[config.mk]
export PLATFORM = sky130hd
export DESIGN_NAME = rom_arbiter
export DESIGN_NICKNAME = d
export VERILOG_FILES = /design/src/rtl/rom_arb_pkg.sv /design/src/rtl/rom_arb_pipe.sv /design/src/rtl/rom_arbiter.sv
export SDC_FILE = /design/constraint.sdc
export NUM_CORES = 1
export LEC_CHECK = 0
export BUFFER_PORTS_ARGS = -buffer_cell sky130_fd_sc_hd__buf_2
export CAP_MARGIN = 20
export CORE_MARGIN = 2
export CORE_UTILIZATION = 47
export CTS_CLUSTER_SIZE = 16
export DETAILED_ROUTE_END_ITERATION = 8
export PLACE_DENSITY = 0.83
export SLEW_MARGIN = 20
export SYNTH_ARGS = -nofsm -noshare
export SYNTH_HDL_FRONTEND = slang
export SYNTH_SLANG_ARGS = --single-unit
[constraint.sdc]
create_clock -name clk -period 2.95 [get_ports clk]
set_input_delay 0.1475 -clock clk [delete_from_list [all_inputs] [get_ports clk]]
set_output_delay 0.1475 -clock clk [all_outputs]
set_load 0.01 [all_outputs]
[src/rtl/rom_arb_pkg.sv]
// Shared types and helpers for the two-requester instruction ROM arbiter.
package rom_arb_pkg;

  // Default ROM byte-address width (covers 512 bytes, the ROM uses 176).
  localparam int ROM_AW = 9;

  // Owner encoding carried with each access through the response pipe.
  localparam logic OWN_IF = 1'b0;
  localparam logic OWN_LS = 1'b1;

  // Tag travelling alongside a granted access for one cycle while the ROM reads.
  typedef struct packed {
    logic valid;
    logic owner;
    logic err;
  } s1_tag_t;

  // Flags misaligned addresses, addresses outside the ROM address window, and
  // addresses inside the window but beyond the populated depth.
  function automatic logic addr_err(input logic [31:0] addr, input int aw, input int depth);
    logic [31:0] hi;
    logic [31:0] lo;
    hi = addr >> aw;
    lo = addr & ((32'd1 << aw) - 32'd1);
    return (addr[1:0] != 2'b00) || (hi != 32'd0) || (lo >= 32'(depth));
  endfunction

endpackage

[src/rtl/rom_arb_pipe.sv]
// Response pipe: holds the tag of the access the ROM is currently reading and
// steers the returned word into the owning port's response registers.
module rom_arb_pipe
  import rom_arb_pkg::*;
(
  input  logic          clk,
  input  logic          rst_n,
  input  s1_tag_t       tag_in,
  input  logic          if_flush,
  input  logic [31:0]   rom_data,
  output logic          if_rvalid,
  output logic [31:0]   if_rdata,
  output logic          if_rerr,
  output logic          ls_rvalid,
  output logic [31:0]   ls_rdata,
  output logic          ls_rerr
);

  s1_tag_t     tag_p1;
  logic        if_take;
  logic        ls_take;
  logic [31:0] word_p1;

  // Stage p1: tag of the access whose ROM word arrives next cycle
  always_ff @(posedge clk or negedge rst_n) begin
    if (!rst_n) begin
      tag_p1 <= '0;
    end else begin
      tag_p1 <= tag_in;
    end
  end

  // Decide which port, if any, receives the word; a flush kills an IF-owned entry
  always_comb begin
    if_take = tag_p1.valid && (tag_p1.owner == OWN_IF) && !if_flush;
    ls_take = tag_p1.valid && (tag_p1.owner == OWN_LS);
    word_p1 = tag_p1.err ? 32'd0 : rom_data;
  end

  // Stage p2: IF response registers; data and error hold between responses
  always_ff @(posedge clk or negedge rst_n) begin
    if (!rst_n) begin
      if_rvalid <= 1'b0;
      if_rdata  <= 32'd0;
      if_rerr   <= 1'b0;
    end else begin
      if_rvalid <= if_take;
      if (if_take) begin
        if_rdata <= word_p1;
        if_rerr  <= tag_p1.err;
      end
    end
  end

  // Stage p2: LS response registers; data and error hold between responses
  always_ff @(posedge clk or negedge rst_n) begin
    if (!rst_n) begin
      ls_rvalid <= 1'b0;
      ls_rdata  <= 32'd0;
      ls_rerr   <= 1'b0;
    end else begin
      ls_rvalid <= ls_take;
      if (ls_take) begin
        ls_rdata <= word_p1;
        ls_rerr  <= tag_p1.err;
      end
    end
  end

endmodule

[src/rtl/rom_arbiter.sv]
// Shares the single-port synchronous instruction ROM between instruction
// fetch (IF) and the load/store unit (LS). IF has fixed priority; LS is forced
// through after STARVE_LIMIT consecutive denied cycles. Responses come back
// in grant order with a fixed two-cycle latency.
module rom_arbiter #(
  parameter int ROM_AW       = rom_arb_pkg::ROM_AW,
  parameter int ROM_DEPTH    = 176,
  parameter int STARVE_LIMIT = 4
) (
  input  logic              clk,
  input  logic              rst_n,
  input  logic              if_req,
  input  logic [31:0]       if_addr,
  input  logic              if_flush,
  output logic              if_gnt,
  output logic              if_rvalid,
  output logic [31:0]       if_rdata,
  output logic              if_rerr,
  input  logic              ls_req,
  input  logic [31:0]       ls_addr,
  output logic              ls_gnt,
  output logic              ls_rvalid,
  output logic [31:0]       ls_rdata,
  output logic              ls_rerr,
  output logic [ROM_AW-1:0] rom_addr,
  input  logic [31:0]       rom_data
);

  import rom_arb_pkg::s1_tag_t;
  import rom_arb_pkg::OWN_IF;
  import rom_arb_pkg::OWN_LS;
  import rom_arb_pkg::addr_err;

  localparam int          SW    = $clog2(STARVE_LIMIT + 1);
  localparam logic [SW-1:0] LIMIT = SW'(STARVE_LIMIT);

  // Starvation count only ever climbs to LIMIT and then stays there.
  function automatic logic [SW-1:0] sat_inc(input logic [SW-1:0] v);
    return (v == LIMIT) ? v : v + SW'(1);
  endfunction

  logic [SW-1:0] starve_cnt;
  logic          if_err;
  logic          ls_err;
  logic          if_eff;
  logic          ls_forced;
  s1_tag_t       tag_in;

  // Classify both request addresses every cycle, independent of who wins
  always_comb begin
    if_err = addr_err(if_addr, ROM_AW, ROM_DEPTH);
    ls_err = addr_err(ls_addr, ROM_AW, ROM_DEPTH);
  end

  // Grant: a flush takes IF out of contention, so LS wins that cycle if it asks
  always_comb begin
    if_eff    = if_req && !if_flush;
    ls_forced = (starve_cnt == LIMIT);
    ls_gnt    = rst_n && ls_req && (!if_eff || ls_forced);
    if_gnt    = rst_n && if_eff && !ls_gnt;
  end

  // ROM address from the winner; errored or idle cycles park the ROM at 0
  always_comb begin
    rom_addr = '0;
    if (ls_gnt) begin
      rom_addr = ls_err ? '0 : ls_addr[ROM_AW-1:0];
    end else if (if_gnt) begin
      rom_addr = if_err ? '0 : if_addr[ROM_AW-1:0];
    end
  end

  // Tag for the access entering the ROM read this cycle
  always_comb begin
    tag_in.valid = ls_gnt || if_gnt;
    tag_in.owner = ls_gnt ? OWN_LS : OWN_IF;
    tag_in.err   = ls_gnt ? ls_err : (if_gnt && if_err);
  end

  // Count consecutive denied LS cycles; any LS grant or idle LS cycle restarts it
  always_ff @(posedge clk or negedge rst_n) begin
    if (!rst_n) begin
      starve_cnt <= '0;
    end else if (!ls_req || ls_gnt) begin
      starve_cnt <= '0;
    end else begin
      starve_cnt <= sat_inc(starve_cnt);
    end
  end

  rom_arb_pipe u_pipe (
    .clk       (clk),
    .rst_n     (rst_n),
    .tag_in    (tag_in),
    .if_flush  (if_flush),
    .rom_data  (rom_data),
    .if_rvalid (if_rvalid),
    .if_rdata  (if_rdata),
    .if_rerr   (if_rerr),
    .ls_rvalid (ls_rvalid),
    .ls_rdata  (ls_rdata),
    .ls_rerr   (ls_rerr)
  );

endmodule

==> results list, run 1 <==
- Run status: finished, violations left
- The checks that failed: DRC.
- For the pin with the worst max-slew slack, the measured transition is 0.934 ns.
- For this run, the top clock speed supported by timing is 0.436 GHz.
- The first global-routing pass estimated 12900 um of wire.
- For this configuration, the core starts out at a cell density of 49.0%.
- Leading area contributor after synthesis: sky130_fd_sc_hd__dfrtp_1
* Clock Pin Slew Worst Setup and Hold Paths: 0.07 ns
* Largest fanout of any net on the critical path: 10
- The detailed router finished its first iteration with 180 violations.
- # DRC: 10
- Number of placed instances, taps included: 558
- Die Area: 0.00736 sq mm
- The signal on the critical path passes through inv_1 -> ha_1 -> nand2_1 -> a21oi_1 -> and2_1 -> a32o_1 -> buf_2.
* Sequential group share of total power: 50.8%
- In this run the vertical extent of the chip is 85.8 um.
- Setup repair after global routing missed its margin: false
- Summing every instance area after synthesis gives 0.00314 sq mm.
* Buffers added on ports: 176
- Design Power: 2.61 mW
- In the routed layout, each cell is associated on average with a via count of 5.00.
- The die is 85.8 um wide.
- Prior to clock tree synthesis, the placed netlist has a worst setup slack of 1.01 ns.
- Across every metal layer, demand over resource in global routing totals 22.4%.
- The number of antenna violations at the first check in global routing was 0.
- Among cell families on the critical path, the largest total delay comes from compound AO/OA/AOI/OAI gates.
* TritonCTS clock tree: done
- Root Driver: sky130_fd_sc_hd__clkbuf_8
* GR Util met2: 36.5%
* Setup Viol. Count Final: 0
- 180 I/O pins were placed.
* Sequential cell area fraction in the yosys report: 58.9%
- Once layout is complete, the utilization of the core stands at 65.8%.
* Detailed-route wire length per cell: 14.3 um
- Total clock buffers created by CTS: 9
- In the global route stage, met3 resource usage came out at 6.06%.
* Top-area cell type share of the netlist area: 58.9%
- Netlist cell types: 30
- Global routing finished with a remaining overflow of 0.
* Worst relative slew slack: 37.7%
- In the post-route analysis, the smallest setup slack over all paths is 0.656 ns.
* Clock net sink count: 74
- Most Used Layer, Global Route: met2
* Placed wire-length estimate: 6070 um
- Number of H-tree branching levels: 3
- Power share of the combinational group: 24.0%
* Share of post-route cells with drive strength above 1: 39.7%
- The number of setup buffers added after CTS is 0.
- Post-CTS Hold Fix Bufs: 1
* Met1 global-route usage: 30.0%
- Entering global routing, the biggest net connects 71 pins.
- Total length of routed wires: 8190 um
* Post-Layout Cell Count: 573
* Type of the most critical hold path: in2reg
* Floorplan row count: 29
- Cell-internal power: 1.81 mW
- CTS Buffer Depth: 2
* Crit Path Category: reg2out
- The count of nets left with antenna violations once routing finished came out at 0.
- Min Clock Period, post-route: 2.29 ns
* Count of inserted antenna diode cells: 0
- RD Place Congestion: 0.789
* Max-cap violations: 0
- Power spread over the standard cell area amounts to 618 mW/mm^2.
- The final max-slew violation count came to 0.
* Number of optimization iterations in the first detailed-route pass: 8
* Core box area: 0.00642 sq mm
* Number of global-route vias before repair: 2801
- Largest vdd supply drop: 303 uV
- CTS resizes: 0
- Setup TNS Final: 0 ns
- Required time worst endpoint: 2.80 ns
- Crit path max-delay cell type: sky130_fd_sc_hd__a21oi_1
- Counting flops and latches in the post-synthesis netlist gives 74.
* Pleak: 2.28 nW
- Across all layers, the routed design uses 2864 vias.
* Worst path max stage delay: 0.53 ns
- Element type at the critical path start: register
- Maximum clock skew at final layout: 0.00836 ns
- Per report_power, the clock group accounts for 25.2% of the total.
* Area Overhead vs Synth: 34.3%
- Share of the clock period used by the worst path: 77.8%
* Final net count: 596
- In this run switching power makes up 30.8% of total power.
* Bufs and invs on worst path: 2
- NetSw: 804 uW
- Clock latency on the worst-skew pair, taken at its later pin, is 0.33 ns.
* Cell types occupying the most area after synthesis: sky130_fd_sc_hd__dfrtp_1 (59%), sky130_fd_sc_hd__o21ai_0 (10%), sky130_fd_sc_hd__nand2_1 (8.6%), sky130_fd_sc_hd__nand2b_1 (6.6%), sky130_fd_sc_hd__nor4_1 (2.2%)
- Type of destination of the critical path: output pin
- During synthesis, Yosys emitted a total of 0 warnings.
* Post-Syn Area per Cell: 9.76 sq um
* CP arrival: 2.15 ns
- Final hold violation count: 0
- Count of mapped cells out of synthesis: 322
-- path summary, 6_finish.rpt --
| kind | startpoint | to | slack, ns | depth (start not counted) |
|---|---|---|---|---|
| worst max register to register | starve_cnt[0]$_DFFE_PN0P_ | starve_cnt[2]$_DFFE_PN0P_ | 1.18 | 6 |
| worst max-delay path | starve_cnt[0]$_DFFE_PN0P_ | rom_addr[7] | 0.66 | 7 |
| worst min-delay path | rom_data[26] | u_pipe.if_rdata[26]$_DFFE_PN0P_ | 0.08 | 3 |
| worst min register to register | u_pipe.ls_rdata[28]$_DFFE_PN0P_ | u_pipe.ls_rdata[28]$_DFFE_PN0P_ | 0.47 | 2 |
| max in group asynchronous | rst_n | u_pipe.if_rdata[17]$_DFFE_PN0P_ | 1.71 | 3 |
| min in group asynchronous | rst_n | u_pipe.ls_rdata[11]$_DFFE_PN0P_ | 0.20 | 2 |
-- flip-flops by register name, summed over array words and instances, names as in the netlist --
name	count
starve_cnt	3
u_pipe.ls_rvalid	1
u_pipe.ls_rdata	32
u_pipe.if_rdata	32
u_pipe.if_rerr	1
u_pipe.tag_p1	3
u_pipe.if_rvalid	1
u_pipe.ls_rerr	1
-- worst register-to-register path, delay by kind of cell, from the launching register on --
kind	cells	cell delay [ns]
simple gates	3	0.44
compound gates	1	0.53
fa+ha+maj	1	0.20
flops	1	0.41
buf+inv	1	0.07
-- power groups by stage --
stage	Combinational (mW)	Clock, mW	Sequential, mW
floorplan	0.200	0	1.43
global placement	0.606	0	1.34
detailed placement	0.634	0	1.34
CTS	0.635	0.674	1.33
global route	0.705	0.719	1.35
finish	0.627	0.659	1.33
-- synth_stat cells --
cell type / n
sky130_fd_sc_hd__a211oi_4: 1
sky130_fd_sc_hd__and2_1: 6
sky130_fd_sc_hd__clkbuf_1: 13
sky130_fd_sc_hd__and3_1: 1
sky130_fd_sc_hd__nor2_1: 5
sky130_fd_sc_hd__o21a_1: 1
sky130_fd_sc_hd__nor2b_1: 1
sky130_fd_sc_hd__o21ai_0: 63
sky130_fd_sc_hd__nor4_1: 11
sky130_fd_sc_hd__nand2b_1: 33
sky130_fd_sc_hd__a21o_1: 2
sky130_fd_sc_hd__nand4_1: 2
sky130_fd_sc_hd__inv_1: 6
sky130_fd_sc_hd__nor4_2: 1
sky130_fd_sc_hd__nor3_1: 1
sky130_fd_sc_hd__nand2_1: 72
sky130_fd_sc_hd__mux2_2: 1
sky130_fd_sc_hd__dfrtp_1: 74
sky130_fd_sc_hd__a32o_1: 6
sky130_fd_sc_hd__or3b_1: 1
sky130_fd_sc_hd__nand3_1: 4
sky130_fd_sc_hd__conb_1: 1
sky130_fd_sc_hd__ha_1: 2
sky130_fd_sc_hd__a21oi_1: 2
sky130_fd_sc_hd__buf_2: 5
sky130_fd_sc_hd__xnor2_1: 1
sky130_fd_sc_hd__o21ai_1: 1
sky130_fd_sc_hd__a211oi_2: 1
sky130_fd_sc_hd__buf_4: 3
sky130_fd_sc_hd__o22ai_1: 1
-- layout make-up --
cell class	instances	area, sq um
fillers	558	2200
flip-flops and latches	74	1850
multi-input cells	223	1190
repair buffers	179	908
clock buffers	11	141
well taps	77	96.3
inverters	6	22.5
clock inverters	3	17.5
-- cells in the final DEF, fill, tap and decap left out --
| master | synthesis | final |
|---|---|---|
| sky130_fd_sc_hd__buf_2 | 5 | 175 |
| sky130_fd_sc_hd__ha_1 | 2 | 2 |
| sky130_fd_sc_hd__a211oi_4 | 1 | 1 |
| sky130_fd_sc_hd__clkbuf_1 | 13 | 1 |
| sky130_fd_sc_hd__nand3_1 | 4 | 4 |
| sky130_fd_sc_hd__dfrtp_1 | 74 | 74 |
| sky130_fd_sc_hd__nand2b_1 | 33 | 33 |
| sky130_fd_sc_hd__clkbuf_8 | 0 | 10 |
| sky130_fd_sc_hd__o21a_1 | 1 | 1 |
| sky130_fd_sc_hd__clkinvlp_4 | 0 | 1 |
| sky130_fd_sc_hd__or3b_4 | 0 | 1 |
| sky130_fd_sc_hd__nand2_2 | 0 | 1 |
| sky130_fd_sc_hd__a21oi_1 | 2 | 2 |
| sky130_fd_sc_hd__nand4_1 | 2 | 2 |
| sky130_fd_sc_hd__nor3_1 | 1 | 1 |
| sky130_fd_sc_hd__xnor2_1 | 1 | 1 |
| sky130_fd_sc_hd__and2_1 | 6 | 6 |
| sky130_fd_sc_hd__a32o_1 | 6 | 6 |
| sky130_fd_sc_hd__conb_1 | 1 | 3 |
| sky130_fd_sc_hd__inv_1 | 6 | 6 |
| sky130_fd_sc_hd__nand2_1 | 72 | 71 |
| sky130_fd_sc_hd__clkinv_2 | 0 | 2 |
| sky130_fd_sc_hd__buf_4 | 3 | 3 |
| sky130_fd_sc_hd__a211oi_2 | 1 | 1 |
| sky130_fd_sc_hd__a21o_1 | 2 | 2 |
| sky130_fd_sc_hd__nor4_1 | 11 | 11 |
| sky130_fd_sc_hd__o22ai_1 | 1 | 1 |
| sky130_fd_sc_hd__nor2b_1 | 1 | 1 |
| sky130_fd_sc_hd__o21ai_1 | 1 | 1 |
| sky130_fd_sc_hd__dlygate4sd3_1 | 0 | 1 |
| sky130_fd_sc_hd__nor4_2 | 1 | 1 |
| sky130_fd_sc_hd__and3_1 | 1 | 1 |
| sky130_fd_sc_hd__nor2_1 | 5 | 5 |
| sky130_fd_sc_hd__mux2_2 | 1 | 1 |
| sky130_fd_sc_hd__o21ai_0 | 63 | 63 |
-- kinds of logic (layout without fill, tap and decap cells) --
logic type	Yosys count	count (layout)	share of synthesized area, %
AO/OA/AOI/OAI	78	78	14.4
XOR/XNOR	1	1	0.279
adder cells (fa/ha/maj)	2	2	0.796
buffers and inverters	27	199	3.78
flip-flops	74	74	58.9
multiplexers	1	1	0.358
other	1	3	0.119
AND/OR/NAND/NOR	138	138	21.4
-- routing by layer --
| layer | up-vias | routed length [um] |
|---|---|---|
| li1 | 1413 | - |
| met1 | 1342 | 3620 |
| met2 | 101 | 4010 |
| met3 | 8 | 504 |
| met4 | 0 | 58 |
| met5 | - | 0 |
-- metrics by stage --
| step | hold slack [ns] | instance area [sq um] |
|---|---|---|
| finish | 0.0831 | 4220 |
| CTS | 0.0687 | 4220 |
| floorplan | -0.148 | 3150 |
| detailed placement | -0.0219 | 4050 |
| global route | 0.0815 | 4220 |
| global placement | -0.0249 | 4050 |
No activity file was read; power rests on OpenSTA's default activity.
==> run 2: changes to the inputs <==
--- a/config.mk
+++ b/config.mk
@@ -5,13 +5,14 @@
 export SDC_FILE = /design/constraint.sdc
 export NUM_CORES = 1
 export LEC_CHECK = 0
+export ABC_AREA = 1
 export BUFFER_PORTS_ARGS = -buffer_cell sky130_fd_sc_hd__buf_2
 export CAP_MARGIN = 20
 export CORE_MARGIN = 2
-export CORE_UTILIZATION = 47
+export CORE_UTILIZATION = 41
 export CTS_CLUSTER_SIZE = 16
 export DETAILED_ROUTE_END_ITERATION = 8
-export PLACE_DENSITY = 0.83
+export PLACE_DENSITY = 0.74
 export SLEW_MARGIN = 20
 export SYNTH_ARGS = -nofsm -noshare
 export SYNTH_HDL_FRONTEND = slang
==> constraint.sdc (replaced) <==
create_clock -name clk -period 1.9 [get_ports clk]
set_input_delay 0.095 -clock clk [delete_from_list [all_inputs] [get_ports clk]]
set_output_delay 0.095 -clock clk [all_outputs]
set_load 0.01 [all_outputs]
==> run 2 against run 1 <==
Against the previous run: the run now ends clean; count of clock-buffer cells in the layout increased by 1; sequential share of layout area decreased by 4.8 points; global-route usage decreased by 1.4 points; setup slack got worse by 0.51 ns; core utilization decreased by 8.3 points; non-clock buffer count increased by 6; worst hold slack got worse by 0.029 ns; clock skew decreased by 0.00078 ns; sequential power increased by 59%; register-to-register slack got worse by 0.53 ns; sequential cell count unchanged; largest cell class unchanged.
==> results list, run 2 <==
* Run status: finished, final reports clean (was finished, violations left)
- The critical path class was reg2out (unchanged).
* Number of optimization iterations in the first detailed-route pass: 4 (was 8)
- Post-detailed-route count of antenna-violating nets: 0 (unchanged)
- Post-synthesis instance area: 0.00352 sq mm (was 0.00314 sq mm)
- The detailed-route DRC error count is 0 (was 10).
* Setup repair after global routing missed its margin: false (unchanged)
- Area Overhead vs Synth: 34.8% (was 34.3%)
- Most used standard cell by instance count after synthesis: sky130_fd_sc_hd__nand2_1 (was sky130_fd_sc_hd__dfrtp_1)
- Maximum number of pins on one net before global-route repair: 74 (was 71)
* Worst setup slack after layout: 0.146 ns (was 0.656 ns)
- Total global routing track utilization: 20.9% (was 22.4%)
- Remaining global-route overflow: 0 (unchanged)
- The TritonCTS clock tree is done (unchanged).
- The clock tree buffer depth came to 2 (unchanged).
* Top-area cell type share of the netlist area: 52.6% (was 58.9%)
* Count of inserted antenna diode cells: 0 (unchanged)
- Reg-to-reg setup timing slack: 0.65 ns (was 1.18 ns)
- Post-Syn Area per Cell: 7.21 sq um (was 9.76 sq um)
* Clock net sink count: 74 (unchanged)
- The clock edge transition at the registers on the reported setup and hold paths is 0.08 ns (was 0.07 ns).
* Initial antenna violation count: 0 (unchanged)
* Worst path max stage delay: 0.39 ns (was 0.53 ns)
- Timing would allow up to 0.570 GHz.
- Type of destination of the critical path: output pin (unchanged)
- Share of the clock period used by the worst path: 92.3%
- Number of violations reported at the end of detailed-routing iteration 0: 113 (was 180)
- Netlist cell types: 22 (was 30)
- The final-report hold violation count came to 0 (unchanged).
- Total clock buffers created by CTS: 9 (unchanged)
- Number of cells on the worst hold path: 5 (was 3)
* Detailed-route wire length per cell: 12.4 um (was 14.3 um)
- The slew at the pin with the worst max-slew slack is 0.917 ns (was 0.934 ns).
- Most frequent cells after synthesis: sky130_fd_sc_hd__nand2_1 (226), sky130_fd_sc_hd__nor2_1 (75), sky130_fd_sc_hd__dfrtp_1 (74) (was sky130_fd_sc_hd__dfrtp_1 (74), sky130_fd_sc_hd__nand2_1 (72), sky130_fd_sc_hd__o21ai_0 (63))
- Share of post-route cells with drive strength above 1: 31.6% (was 39.7%)
- The final max-slew violation count came to 0 (unchanged).
* Element type at the critical path start: register (unchanged)
- Cells along the critical path: inv_2 -> ha_4 -> nand2_4 -> nand3_2 -> nand2_2 -> buf_6 -> nor2_1 -> nand3_1 -> nand2_1 -> buf_2 (was inv_1 -> ha_1 -> nand2_1 -> a21oi_1 -> and2_1 -> a32o_1 -> buf_2)
* Number of H-tree branching levels: 3 (unchanged)
- The vias after detailed routing came to 3535 (was 2864).
- Number of placed instances, taps included: 757 (was 558)
* Ys Warns: 0 (unchanged)
- The worst min-delay path category was in2reg (unchanged).
- The clock period could shrink to 1.75 ns.
- The final count of negative-setup-slack endpoints came to 0 (unchanged).
* Endpoint of the lowest-slack register-to-register path: u_pipe.if_rdata[19]$_DFFE_PN0P_ (was starve_cnt[2]$_DFFE_PN0P_)
* Leading area contributor after synthesis: sky130_fd_sc_hd__dfrtp_1 (unchanged)
- Largest vdd supply drop: 352 uV (was 303 uV)
- The number of enable flip-flop cells after synthesis was 0 (unchanged).
* Most used flip-flop cell after synthesis: sky130_fd_sc_hd__dfrtp_1 (unchanged)
- PwrDens: 943 mW/mm^2 (was 618 mW/mm^2)
- The net total in the final layout is 769 (was 596).
- Design Power: 4.47 mW (was 2.61 mW)
* Cell types occupying the most area after synthesis: sky130_fd_sc_hd__dfrtp_1 (53%), sky130_fd_sc_hd__nand2_1 (24%), sky130_fd_sc_hd__nor2_1 (8.0%), sky130_fd_sc_hd__inv_1 (6.0%), sky130_fd_sc_hd__nand3_1 (2.4%) (was sky130_fd_sc_hd__dfrtp_1 (59%), sky130_fd_sc_hd__o21ai_0 (10%), sky130_fd_sc_hd__nand2_1 (8.6%), sky130_fd_sc_hd__nand2b_1 (6.6%), sky130_fd_sc_hd__nor4_1 (2.2%))
- Setup TNS Final: 0 ns (unchanged)
- The leakage power total was 3.00 nW (was 2.28 nW).
- The horizontal extent of the die is 96.7 um (was 85.8 um).
* Wire length of the first global-routing pass: 16000 um (was 12900 um)
- The floorplan die height was 96.7 um (was 85.8 um).
- The port buffer count is 176 (unchanged).
* Required time worst endpoint: 1.80 ns (was 2.80 ns)
- Registers with the highest flip-flop counts: u_pipe.if_rdata x32, u_pipe.ls_rdata x32 (unchanged)
* Root Driver: sky130_fd_sc_hd__clkbuf_8 (unchanged)
- Worst skew pair latency: 0.33 ns (about the same)
* Commonest non-fill, non-tap cells in the layout: sky130_fd_sc_hd__nand2_1 (223), sky130_fd_sc_hd__buf_2 (175), sky130_fd_sc_hd__nor2_1 (74), sky130_fd_sc_hd__dfrtp_1 (74), sky130_fd_sc_hd__inv_1 (55) (was sky130_fd_sc_hd__buf_2 (175), sky130_fd_sc_hd__dfrtp_1 (74), sky130_fd_sc_hd__nand2_1 (71), sky130_fd_sc_hd__o21ai_0 (63), sky130_fd_sc_hd__nand2b_1 (33))
* Max-cap violations: 0 (unchanged)
- The reg-to-reg startpoint was u_pipe.tag_p1[1]$_DFF_PN0_ (was starve_cnt[0]$_DFFE_PN0P_).
- Die Area: 0.00934 sq mm (was 0.00736 sq mm)
* Crit path max-delay cell type: sky130_fd_sc_hd__dfrtp_1 (was sky130_fd_sc_hd__a21oi_1)
- The initial standard-cell utilization of the core was 42.6% (was 49.0%).
* Placed wire-length estimate: 6990 um (was 6070 um)
- Share of async-settable or async-resettable flops after synthesis: 100% (unchanged)
- Reg2reg path depth: 4 (was 6)
- Non-Filler Cell Area, Final: 0.00475 sq mm (was 0.00422 sq mm)
* Tightest hold margin: 0.0538 ns (was 0.0831 ns)
* Count of mapped cells out of synthesis: 488 (was 322)
- Hold path start: rom_data[19] (was rom_data[26])
- The number of standard-cell rows in the floorplan was 33 (was 29).
* Total length of routed wires: 9600 um (was 8190 um)
* Number of global-route vias before repair: 3485 (was 2801)
- Hold Path End: u_pipe.ls_rdata[19]$_DFFE_PN0P_ (was u_pipe.if_rdata[26]$_DFFE_PN0P_)
- Commonest non-fill, non-tap cell in the layout: sky130_fd_sc_hd__nand2_1 (was sky130_fd_sc_hd__buf_2)
- The final non-filler cell total came to 776 (was 573).
- Worst relative slew slack: 38.9% (was 37.7%)
- Detail-routed via count per cell: 4.56 (was 5.00)
- The weighted congestion reported at the end of routability-driven placement was 0.911 (was 0.789).
* Pre-CTS setup slack: 0.325 ns (was 1.01 ns)
- Maximum clock skew at final layout: 0.00758 ns (was 0.00836 ns)
* CP arrival: 1.66 ns (was 2.15 ns)
- The area of placed instances was 0.00449 sq mm (was 0.00405 sq mm).
- Sequential cell area fraction in the yosys report: 52.6% (was 58.9%)
- Core box area: 0.00826 sq mm (was 0.00642 sq mm)
- Largest fanout of any net on the critical path: 10 (unchanged)
- The number of filler cells placed in the layout was 825 (was 558).
- Utilization after layout: 57.5% (was 65.8%)
- IO Count: 180 (unchanged)
- Register bit total from synthesis: 74 (unchanged)
## run 2: worst max path at each step
| stage | startpoint | end | slack (ns) | depth (start not counted) |
|---|---|---|---|---|
| 6_report | starve_cnt[0]$_DFFE_PN0P_ | rom_addr[3] | 0.15 | 10 |
| 5_1_grt | starve_cnt[0]$_DFFE_PN0P_ | rom_addr[6] | 0.0005 | 10 |
| 4_1_cts | starve_cnt[0]$_DFFE_PN0P_ | rom_addr[3] | 0.02 | 10 |
| 3_5_place_dp | starve_cnt[0]$_DFFE_PN0P_ | rom_addr[3] | 0.32 | 10 |
| 3_3_place_gp | starve_cnt[0]$_DFFE_PN0P_ | rom_addr[4] | 0.43 | 10 |
| 2_1_floorplan | starve_cnt[0]$_DFFE_PN0P_ | rom_addr[2] | 0.57 | 9 |
## run 2: worst max-delay path: cells and delay by family (launching register included)
kind,cells,cell delay (ns)
flops,1,0.39
buf+inv,3,0.35
simple gates,6,0.45
fa+ha+maj,1,0.15
## run 2: kinds of logic (layout without fill, tap and decap cells)
| family | count (synthesis) | in the layout | share of synthesized area, % |
|---|---|---|---|
| adders and majority gates | 2 | 2 | 0.711 |
| other | 1 | 3 | 0.107 |
| AOI/OAI and AO/OA | 6 | 6 | 0.924 |
| buffers and inverters | 79 | 260 | 9.28 |
| xor gates and xnor gates | 2 | 2 | 0.498 |
| and+or+nand+nor | 324 | 324 | 35.9 |
| DFF | 74 | 74 | 52.6 |
## run 2: layer usage
metal / global-route usage (%) / share of wire (%) / up-vias
li1: - / - / 1774
met1: 25.6 / 42 / 1609
met5: 0 / 0 / -
met4: 7.48 / 2.3 / 0
met3: 4.91 / 6.2 / 13
met2: 36.2 / 49 / 139
## run 2: report_power, final
| part | leakage (nW) | total (mW) | internal (mW) | switching [mW] |
|---|---|---|---|---|
| registers | 0.938 | 2.11 | 1.93 | 0.187 |
| logic | 1.97 | 1.22 | 0.517 | 0.698 |
| clock network | 0.0944 | 1.14 | 0.577 | 0.567 |
| total | 3.00 | 4.47 | 3.02 | 1.45 |
## run 2: final cells by class
cell class                 count  area (sq um)  share of cell area [%]
tap                          105           131                    2.77
multi-input combinational    337          1380                    29.1
timing repair buffer         185           970                    20.4
sequential                    74          1850                    39.0
clock buffer                  12           165                    3.48
clock inverter                 4          25.0                   0.527
inverter                      59           221                    4.67
## run 2: what timing repair did
item / 4_1_cts / 5_1_grt
gates resized for setup: 4 / 6
endpoints found under the setup margin: 6 / 6
hold endpoints to repair: 1 / 0
hold buffers: 1 / 0
setup buffers: 0 / 2
==> run 3: changes to the inputs <==
--- a/config.mk
+++ b/config.mk
@@ -12,7 +12,7 @@
 export CORE_UTILIZATION = 41
 export CTS_CLUSTER_SIZE = 16
 export DETAILED_ROUTE_END_ITERATION = 8
-export PLACE_DENSITY = 0.74
+export PLACE_DENSITY = 0.76
 export SLEW_MARGIN = 20
 export SYNTH_ARGS = -nofsm -noshare
 export SYNTH_HDL_FRONTEND = slang
==> run 3 against run 2 <==
Against the previous run: wire length decreased by 2.1%; sequential power barely moved; clock power increased by 29%; largest cell class unchanged; highest routed layer unchanged.
==> results list, run 3 (synthesized netlist as in run 2, its figures left out) <==
- Run status: finished, final reports clean (unchanged).
- The critical path class is reg2out (unchanged).
- The number of levels the H-tree was split into was 3 (unchanged).
- Total clock buffers created by CTS: 9 (unchanged)
- Maximum clock skew at final layout: 0.0131 ns (was 0.00758 ns)
- Number of violations reported at the end of detailed-routing iteration 0: 127 (was 113)
- The final period utilization is 94.2% (was 92.3%).
- Buffers added on ports: 176 (unchanged)
- The data required time at the worst endpoint was 1.80 ns (about the same).
- The clock latency reported for the late side of the worst-skew pair was 0.35 ns (was 0.33 ns).
* Total length of routed wires: 9390 um (was 9600 um)
* Wire length of the first global-routing pass: 15900 um (was 16000 um)
- The number of clock sinks came to 74 (unchanged).
- Detailed-route wire length per cell: 12.1 um (was 12.4 um)
- Relative contribution of the clock network to total power: 30.7% (was 25.6%)
- Final hold violation count: 0 (unchanged)
* NetSw: 1.45 mW (about the same)
- The clock root buffer master is sky130_fd_sc_hd__clkbuf_8 (unchanged).
- Initial standard-cell utilization of the core: 42.6% (unchanged)
- Worst relative slew slack: 39.0% (was 38.9%)
- The number of primary I/O pins was 180 (unchanged).
- The clock tree buffer depth was 2 (unchanged).
* Maximum number of pins on one net before global-route repair: 75 (was 74)
- Final net count: 770 (was 769)
- The worst hold margin is 0.0221 ns (was 0.0538 ns).
* Width of the die: 96.7 um (unchanged)
- Die Area: 0.00934 sq mm (unchanged)
- Non-Filler Cell Area, Final: 0.00478 sq mm (was 0.00475 sq mm)
- The worst supply voltage drop on vdd is 348 uV (was 352 uV).
- The shortest period the worst path allows came to 1.79 ns (was 1.75 ns).
- Family with the most delay on the worst path: simple AND/OR/NAND/NOR gates (unchanged)
- Worst path max stage delay: 0.39 ns (about the same)
- The weighted congestion reported at the end of routability-driven placement was 0.915 (was 0.911).
* Type of the most critical hold path: in2async (was in2reg)
- CP arrival: 1.69 ns (was 1.66 ns)
- The diode insertion count for antenna repair came to 0 (unchanged).
* Number of placed instances, taps included: 758 (was 757)
- Number of global-route vias before repair: 3495 (was 3485)
- Setup Viol. Count Final: 0 (unchanged)
* Endpoint of the lowest-slack register-to-register path: u_pipe.tag_p1[0]$_DFF_PN0_ (was u_pipe.if_rdata[19]$_DFFE_PN0P_)
- The peak clock frequency supported by timing is 0.559 GHz (was 0.570 GHz).
- Type of destination of the critical path: output pin (unchanged)
- Die Y: 96.7 um (unchanged)
- Reg-to-reg critical path startpoint: starve_cnt[0]$_DFFE_PN0P_ (was u_pipe.tag_p1[1]$_DFF_PN0_)
- The slowest stage cell on the critical path is sky130_fd_sc_hd__dfrtp_1 (unchanged).
- Commonest non-fill, non-tap cells in the layout: sky130_fd_sc_hd__nand2_1 (223), sky130_fd_sc_hd__buf_2 (175), sky130_fd_sc_hd__dfrtp_1 (74), sky130_fd_sc_hd__nor2_1 (73), sky130_fd_sc_hd__inv_1 (54) (was sky130_fd_sc_hd__nand2_1 (223), sky130_fd_sc_hd__buf_2 (175), sky130_fd_sc_hd__nor2_1 (74), sky130_fd_sc_hd__dfrtp_1 (74), sky130_fd_sc_hd__inv_1 (55)).
* Worst setup slack after layout: 0.111 ns (was 0.146 ns)
- Detail-routed via count per cell: 4.50 (was 4.56)
- Pleak: 3.02 nW (was 3.00 nW)
* Power share of the combinational group: 25.1% (was 27.2%)
- Reg2reg path depth: 9 (was 4)
- The number of nets still failing antenna checks after routing was 0 (unchanged).
- Largest fanout of any net on the critical path: 10 (unchanged)
- The TritonCTS clock tree is done (unchanged).
* Pre-CTS setup slack: 0.341 ns (was 0.325 ns)
- The number of optimization iterations in the first detailed-route pass was 6 (was 4).
- Initial antenna violation count: 0 (unchanged)
- Utilization after layout: 57.9% (was 57.5%)
- Total vias in the final route: 3500 (was 3535)
- The total design power was 4.80 mW (was 4.47 mW).
- The detailed-route DRC error count was 0 (unchanged).
* Registers with the highest flip-flop counts: u_pipe.if_rdata x32, u_pipe.ls_rdata x32 (unchanged)
- The clock edge transition at the registers on the reported setup and hold paths came to 0.08 ns (about the same).
* PwrDens: 1000 mW/mm^2 (was 943 mW/mm^2)
- The area of placed instances was 0.00449 sq mm (about the same).
- Core box area: 0.00826 sq mm (unchanged)
- Cells along the critical path: inv_2 -> ha_4 -> nand2_2 -> nand3_1 -> nand2_2 -> buf_6 -> nor2_1 -> nand3_1 -> nand2_1 -> buf_2 (was inv_2 -> ha_4 -> nand2_4 -> nand3_2 -> nand2_2 -> buf_6 -> nor2_1 -> nand3_1 -> nand2_1 -> buf_2)
* Element type at the critical path start: register (unchanged)
- The most common cell after layout, fill and taps aside was sky130_fd_sc_hd__nand2_1 (unchanged).
* Transition at the pin with the smallest max-transition slack: 0.916 ns (was 0.917 ns)
- Floorplan row count: 33 (unchanged)
- Reg-to-reg setup timing slack: 0.63 ns (was 0.65 ns)
- The overall fraction of global-route tracks in use is 20.8% (was 20.9%).
* Setup repair after global routing missed its margin: false (unchanged)
* Number of slew-limit violations in the final report: 0 (unchanged)
- The total congestion overflow after global routing was 0 (unchanged).
- The fraction of final layout cells sized beyond drive strength 1 came to 31.7% (was 31.6%).
- The register share of total power was 44.2% (was 47.2%).
* Switching Share: 30.1% (was 32.5%)
- The cell-internal power came to 3.35 mW (was 3.02 mW).
- Post-Layout Cell Count: 777 (was 776)
- The post-DP HPWL came to 6840 um (was 6990 um).
- Max-cap violations: 0 (unchanged)
* Setup TNS Final: 0 ns (unchanged)
* Bufs and invs on worst path: 3 (unchanged)
* Area Overhead vs Synth: 35.9% (was 34.8%)
==> run 3: cell types whose count changed in the layout (fill, tap and decap cells not counted), sizes merged <==
cell	delta
buf	+2
bufinv	+3
clkinv	-1
dlygate4sd3	-1
clkinvlp	-2
==> run 3: worst max path at each step <==
| stage | from | end | slack, ns | depth (start not counted) |
|---|---|---|---|---|
| floorplan | starve_cnt[0]$_DFFE_PN0P_ | rom_addr[2] | 0.57 | 9 |
| global placement | starve_cnt[0]$_DFFE_PN0P_ | rom_addr[3] | 0.43 | 10 |
| detailed placement | starve_cnt[0]$_DFFE_PN0P_ | rom_addr[2] | 0.34 | 10 |
| CTS | starve_cnt[0]$_DFFE_PN0P_ | rom_addr[4] | 0.02 | 10 |
| global route | starve_cnt[0]$_DFFE_PN0P_ | rom_addr[4] | 0.001 | 10 |
| finish | starve_cnt[0]$_DFFE_PN0P_ | rom_addr[5] | 0.11 | 10 |
==> run 3: layout make-up <==
cell class	count	area [sq um]
clock buffers	12	145
inverters	59	221
clock inverters	4	98.8
well taps	105	131
multi-input cells	337	1370
repair buffers	186	962
fillers	790	3470
flip-flops and latches	74	1850
==> run 3: power groups by stage <==
stage / combinational, mW / clock, mW / sequential (mW)
6_report: 1.20 / 1.47 / 2.12
5_1_grt: 1.36 / 1.58 / 2.16
4_1_cts: 1.22 / 1.50 / 2.12
3_5_place_dp: 1.19 / 0 / 2.15
3_3_place_gp: 1.17 / 0 / 2.13
2_1_floorplan: 0.426 / 0 / 2.30
==> run 3: per-layer routing <==
layer	track usage (%)	wire length (um)
met1	24.7	3750
met2	35.8	4630
met5	0	0
met4	8.23	254
met3	5.71	764
==> run 3: worst register-to-register path: cells and delay by family (launching register included) <==
kind	cells	cell delay [ns]
compound gates	1	0.07
simple gates	5	0.42
buf+inv	2	0.15
flops	1	0.39
fa+ha+maj	1	0.13
==> run 3: repair_timing <==
item	4_1_cts	5_1_grt
endpoints found under the setup margin	6	6
gates cloned	0	0
pin swaps	0	1
hold buffers	0	0
resized for setup	3	7
setup buffers	2	1
